`config.mk`:
```
export PLATFORM = sky130hd
export DESIGN_NAME = interrupt_controller8
export DESIGN_NICKNAME = d
export VERILOG_FILES = /design/src/rtl/interrupt_controller8.sv
export SDC_FILE = /design/constraint.sdc
export NUM_CORES = 1
export LEC_CHECK = 0
export CORE_MARGIN = 5
export CORE_UTILIZATION = 50
export CTS_CLUSTER_SIZE = 16
export DETAILED_ROUTE_END_ITERATION = 12
export PLACE_DENSITY = 0.87
export SETUP_SLACK_MARGIN = 0.3
export SLEW_MARGIN = 5
export SYNTH_ARGS = -nofsm -noshare
export SYNTH_HDL_FRONTEND = slang
export SYNTH_SLANG_ARGS = --single-unit
```
`constraint.sdc`:
```
create_clock -name clk -period 3.2 [get_ports clk]
set_clock_uncertainty 0.2 [all_clocks]
set_input_delay 0.8 -clock clk [delete_from_list [all_inputs] [get_ports clk]]
set_output_delay 0.8 -clock clk [all_outputs]
set_load 0.05 [all_outputs]
```
`src/rtl/interrupt_controller8.sv`:
```
// Eight-line edge-capturing interrupt controller: highest unmasked pending index wins,
// presented over a req/ack handshake and held in service until end-of-interrupt.
module interrupt_controller8 #(
    parameter int unsigned ACK_TIMEOUT = 15
) (
    input  logic       clk,
    input  logic       rst,
    input  logic       en,
    input  logic [7:0] irq,
    input  logic [7:0] mask,
    input  logic       int_ack,
    input  logic       eoi,
    output logic       int_req,
    output logic [2:0] int_id,
    output logic [7:0] pending,
    output logic [7:0] in_service,
    output logic       timeout_err
);

    typedef enum logic [1:0] {
        IDLE    = 2'd0,
        REQ     = 2'd1,
        SERVICE = 2'd2
    } state_t;

    state_t     r_state;
    state_t     w_next_state;
    logic [7:0] r_irq_d;
    logic [7:0] r_pending;
    logic [7:0] r_in_service;
    logic [2:0] r_int_id;
    logic [7:0] r_cnt;
    logic       r_timeout_err;

    logic [7:0] w_edge;
    logic [7:0] w_cand;
    logic [2:0] w_sel;
    logic       w_expired;
    logic [7:0] w_id_onehot;
    logic       w_latch_id;
    logic       w_take;
    logic       w_release;
    logic       w_timeout;
    logic       w_cnt_inc;
    logic       w_int_req;

    assign w_edge      = irq & ~r_irq_d;
    assign w_cand      = r_pending & ~mask;
    assign w_id_onehot = 8'b1 << r_int_id;
    // Counter is compared before it increments, so it tops out at ACK_TIMEOUT-1 and never wraps.
    assign w_expired   = (r_cnt == 8'(ACK_TIMEOUT - 1));

    // Ascending scan: the last set bit seen is the highest index, which is the winner.
    always_comb begin
        w_sel = 3'd0;
        for (int i = 0; i < 8; i++) begin
            if (w_cand[i]) w_sel = 3'(i);
        end
    end

    always_ff @(posedge clk or posedge rst) begin
        if (rst) r_state <= IDLE;
        else     r_state <= w_next_state;
    end

    // NOTE: every combinational output gets a default first so no path can infer a latch.
    always_comb begin
        w_next_state = r_state;
        case (r_state)
            IDLE:    if (en && (w_cand != 8'h00)) w_next_state = REQ;
            REQ: begin
                if (int_ack)        w_next_state = SERVICE;
                else if (!en)       w_next_state = IDLE;
                else if (w_expired) w_next_state = IDLE;
            end
            SERVICE: if (eoi) w_next_state = IDLE;
            default: w_next_state = IDLE;
        endcase
    end

    // Ack outranks both enable withdrawal and timeout; a withdrawal by en is not an error.
    always_comb begin
        w_int_req  = (r_state == REQ);
        w_latch_id = (r_state == IDLE) && en && (w_cand != 8'h00);
        w_take     = (r_state == REQ) && int_ack;
        w_timeout  = (r_state == REQ) && !int_ack && en && w_expired;
        w_cnt_inc  = (r_state == REQ) && !int_ack && !w_expired;
        w_release  = (r_state == SERVICE) && eoi;
    end

    // NOTE: sequential state uses non-blocking assignments so every register samples pre-edge values.
    always_ff @(posedge clk or posedge rst) begin
        if (rst) begin
            r_irq_d       <= 8'h00;
            r_pending     <= 8'h00;
            r_in_service  <= 8'h00;
            r_int_id      <= 3'd0;
            r_cnt         <= 8'd0;
            r_timeout_err <= 1'b0;
        end else begin
            r_irq_d       <= irq;
            // A new edge on the bit being acknowledged re-arms it: set beats clear.
            r_pending     <= (r_pending & ~(w_take ? w_id_onehot : 8'h00)) | w_edge;
            r_timeout_err <= w_timeout;
            if (w_take)         r_in_service <= w_id_onehot;
            else if (w_release) r_in_service <= 8'h00;
            if (w_latch_id) r_int_id <= w_sel;
            if (w_latch_id)     r_cnt <= 8'd0;
            else if (w_cnt_inc) r_cnt <= r_cnt + 8'd1;
        end
    end

    assign int_req     = w_int_req;
    assign int_id      = r_int_id;
    assign pending     = r_pending;
    assign in_service  = r_in_service;
    assign timeout_err = r_timeout_err;

endmodule

```
==> impl_metrics.env, run 1 <==
export IMPL_status="completed"
export IMPL_grt_total_usage_pct=18.0
export IMPL_cts_max_path_buffers=2
export IMPL_async_reset_ff_share_pct=100
export IMPL_tightest_slew_ns=0.779
export IMPL_power_net_switching_mw=0.622
export IMPL_core_area_sq_um=3280
export IMPL_worst_skew_pair_late_latency_ns=0.34
export IMPL_synth_edff_count=0
export IMPL_hold_violations=0
export IMPL_path_class="reg2out"
export IMPL_seq_power_share_pct=43.3
export IMPL_setup_tns_final_ns=0
export IMPL_yosys_area_share_adder_pct=1.50
export IMPL_share_comb_of_total_power_pct=40.0
export IMPL_synth_area_in_compound_gates_pct=13.4
export IMPL_detail_route_iter0_violations=83
export IMPL_ys_seq_area_share_pct=57.2
export IMPL_antenna_cells_inserted=0
export IMPL_grt_pass1_vias=1306
export IMPL_setup_viol_count_final=0
export IMPL_critical_path_max_stage_delay_ns=0.82
export IMPL_utilization_pct=66.7
export IMPL_synth_simple_area_share_pct=18.4
export IMPL_critical_path_peak_fanout=6
export IMPL_crit_chain="inv_1, nor2_1, clkdlybuf4s50_1"
export IMPL_met2_grt_util_pct=26.9
export IMPL_endpoint_kind="primary output"
export IMPL_design_die_area_sq_um=4580
export IMPL_clkSinkCount=38
export IMPL_grt_most_used_layer="met2"
export IMPL_die_width_um=67.7
export IMPL_drive_gt1_share_pct=5.83
export IMPL_drt_vias_per_instance=5.20
export IMPL_met3_usage_pct=5.82
export IMPL_worst_ep_required_time_ns=2.20
export IMPL_netlist_cell_type_count=40
export IMPL_synth_area_per_cell_sq_um=10.5
export IMPL_num_nets_final=228
export IMPL_post_synth_top_area_fraction_pct=57.2
export IMPL_buffer_ports_inserted=41
export IMPL_power_per_cell_area_nw_per_um2=685
export IMPL_largest_family_of_logic_cells_by_synthesized_area="simple AND/OR/NAND/NOR gates"
export IMPL_cp_num_buf_inv=2
export IMPL_cts_inserted_buffers=5
export IMPL_die_h_um=67.7
export IMPL_max_vdd_ir_drop_uv=682
export IMPL_cts_root_buffer_cell="clkbuf_4"
export IMPL_drc_errors=0
export IMPL_yosys_area_top_type="dfrtp_1"
export IMPL_timing_max_cap_violations=0
export IMPL_placement_rows=21
export IMPL_cts_repair_resized=0
export IMPL_yosys_warnings=0
export IMPL_yosys_mux_area_fraction_pct=1.96
export IMPL_cts_setup_buffers=0
export IMPL_static_leakage_power_nw=0.983
export IMPL_power_switching_fraction_pct=41.5
export IMPL_routed_wl_um=3550
export IMPL_internal_power_contribution_mw=0.877
export IMPL_slew_headroom_pct=47.8
export IMPL_cp_arrival_ns=1.76
export IMPL_ys_ff_latch=38
export IMPL_layout_filler_cells=268
export IMPL_cp_start_kind="register"
export IMPL_rsz0062_at_grt="false"
export IMPL_grt_antenna_before_repair=0
export IMPL_syn_area_sq_um=1660
export IMPL_vias=1311
export IMPL_flip_flop_cell_with_the_highest_count_after_synthesis="dfrtp_1"
export IMPL_synth_cells=158
export IMPL_clkSlewWorstSetupHoldPaths_ns=0.11
export IMPL_critical_path_top_delay_family="buffers and inverters"
export IMPL_cts_hold_bufs=0
export IMPL_detailedRoute_firstPassIterationCount=4
export IMPL_antenna_violating_nets_post_route=0
export IMPL_boundaryPins=42
export IMPL_h_tree_level_count=2
export IMPL_xor_xnor_share_of_the_synthesized_area_pct=3.69
export IMPL_grt_util_met1_pct=24.0
export IMPL_power_frac_clock_pct=16.7
export IMPL_grt_first_pass_wirelength_um=5940
export IMPL_place_hpwl_um=2670
export IMPL_grt_start_max_net_pins=39
export IMPL_area_delta_synth_final_pct=31.7
export IMPL_slew_viol_final=0
export IMPL_post_route_min_period_ns=2.76
export IMPL_routed_wire_length_per_instance_um=14.1
export IMPL_global_route_overflow_total=0
export IMPL_min_delay_path_class="reg2reg"
export IMPL_gp_routability_congestion=0.860
export IMPL_initial_utilization_pct=50.6
export IMPL_critPathSlowestCell="clkdlybuf4s50_1"
export IMPL_cts_tree="done"
export IMPL_clock_fmax_ghz=0.362
export IMPL_synthesis_nets=181
export IMPL_synth_top_cells_by_area="dfrtp_1, nand2_1, o21ai_0, inv_1, xnor2_1"
export IMPL_min_period_over_period_pct=86.4
[final timing paths]
path                                              to                   start  depth (start not counted)  slack, ns
setup / recovery                             int_req  r_state[0]$_DFFE_PP0P_                          3       0.44
hold / removal                  pending[1]$_DFF_PP0_    r_irq_d[1]$_DFF_PP0_                          1       0.21
setup reg to reg                r_cnt[4]$_DFFE_PP0P_  r_state[1]$_DFFE_PP0P_                          4       1.26
hold reg to reg                 pending[1]$_DFF_PP0_    r_irq_d[1]$_DFF_PP0_                          1       0.21
max in group asynchronous       r_cnt[0]$_DFFE_PP0P_                     rst                          3       1.80
min in group asynchronous  in_service[6]$_DFFE_PP0P_                     rst                          3       0.67
[power groups by stage]
| stage | clock network [mW] | logic [mW] | registers [mW] |
|---|---|---|---|
| floorplan | 0 | 0.197 | 0.840 |
| global placement | 0 | 0.595 | 0.653 |
| detailed placement | 0 | 0.601 | 0.655 |
| CTS | 0.262 | 0.604 | 0.648 |
| global route | 0.282 | 0.647 | 0.663 |
| finish | 0.250 | 0.600 | 0.649 |
[through the flow]
step	instance area (sq um)	total power, mW	setup WS, ns	hold slack, ns	cells
after global routing	2190	1.59	0.303	0.232	252
after floorplan	1660	1.04	1.07	0.192	158
final	2190	1.50	0.435	0.213	252
after CTS	2190	1.51	0.404	0.215	252
after global placement	2130	1.25	0.507	0.196	244
after detailed placement	2130	1.26	0.473	0.199	244
[layout make-up]
type	count	area [sq um]	share of cell area, %
inverters	15	56.3	2.57
repair buffers	42	418	19.1
clock buffers	7	55.1	2.51
multi-input cells	103	647	29.5
clock inverters	1	5.00	0.229
flip-flops and latches	38	951	43.4
well taps	46	57.6	2.63
[flip-flops by register name (all words and copies together) (netlist names)]
name / count
pending: 8
int_id: 3
in_service: 8
r_state: 2
r_cnt: 8
timeout_err: 1
r_irq_d: 8
[routing by layer]
layer,vias up,wire [um],part of all wire [%]
met5,-,0,0
met3,7,222,6.3
li1,635,-,-
met4,0,76,2.1
met2,41,1660,47
met1,628,1590,45
[logic make-up after synthesis]
logic type | count (synthesis)
flops | 38
simple gates | 60
compound gates | 31
fa+ha+maj | 2
mux | 3
buf+inv | 17
xor+xnor | 7
[cells in the mapped netlist, drive strengths merged, types with 2 or more instances]
master  number
o21ai       14
ha           2
mux2         2
dfrtp       38
nand2       19
nand3        2
nand2b       8
inv         15
and3         2
or3          2
xnor2        6
a21o         3
nor2        12
nor3         3
nand4        3
a31oi        2
and2         2
a311oi       2
[cells in the final DEF, fill, tap and decap left out, types with 2 or more instances in the layout]
cell type	n
nand3_1	2
inv_1	15
mux2_2	2
and2_1	2
xnor2_1	6
nor3_1	3
o21ai_1	2
nand4_1	3
clkbuf_4	5
nand2b_1	8
a31oi_1	2
and3_1	2
a21o_1	3
ha_1	2
o21ai_0	12
nor2_1	12
nand2_1	19
a311oi_1	2
or3_1	2
dfrtp_1	38
clkdlybuf4s50_1	41
Note: power is estimated with default switching activity, not from simulation.
==> inputs of run 2 (changes only) <==
CAP_MARGIN = 10   (was not set)
==> results of run 2 <==
Same layout as run 1: the final DEF is identical, and so are final timing and power.
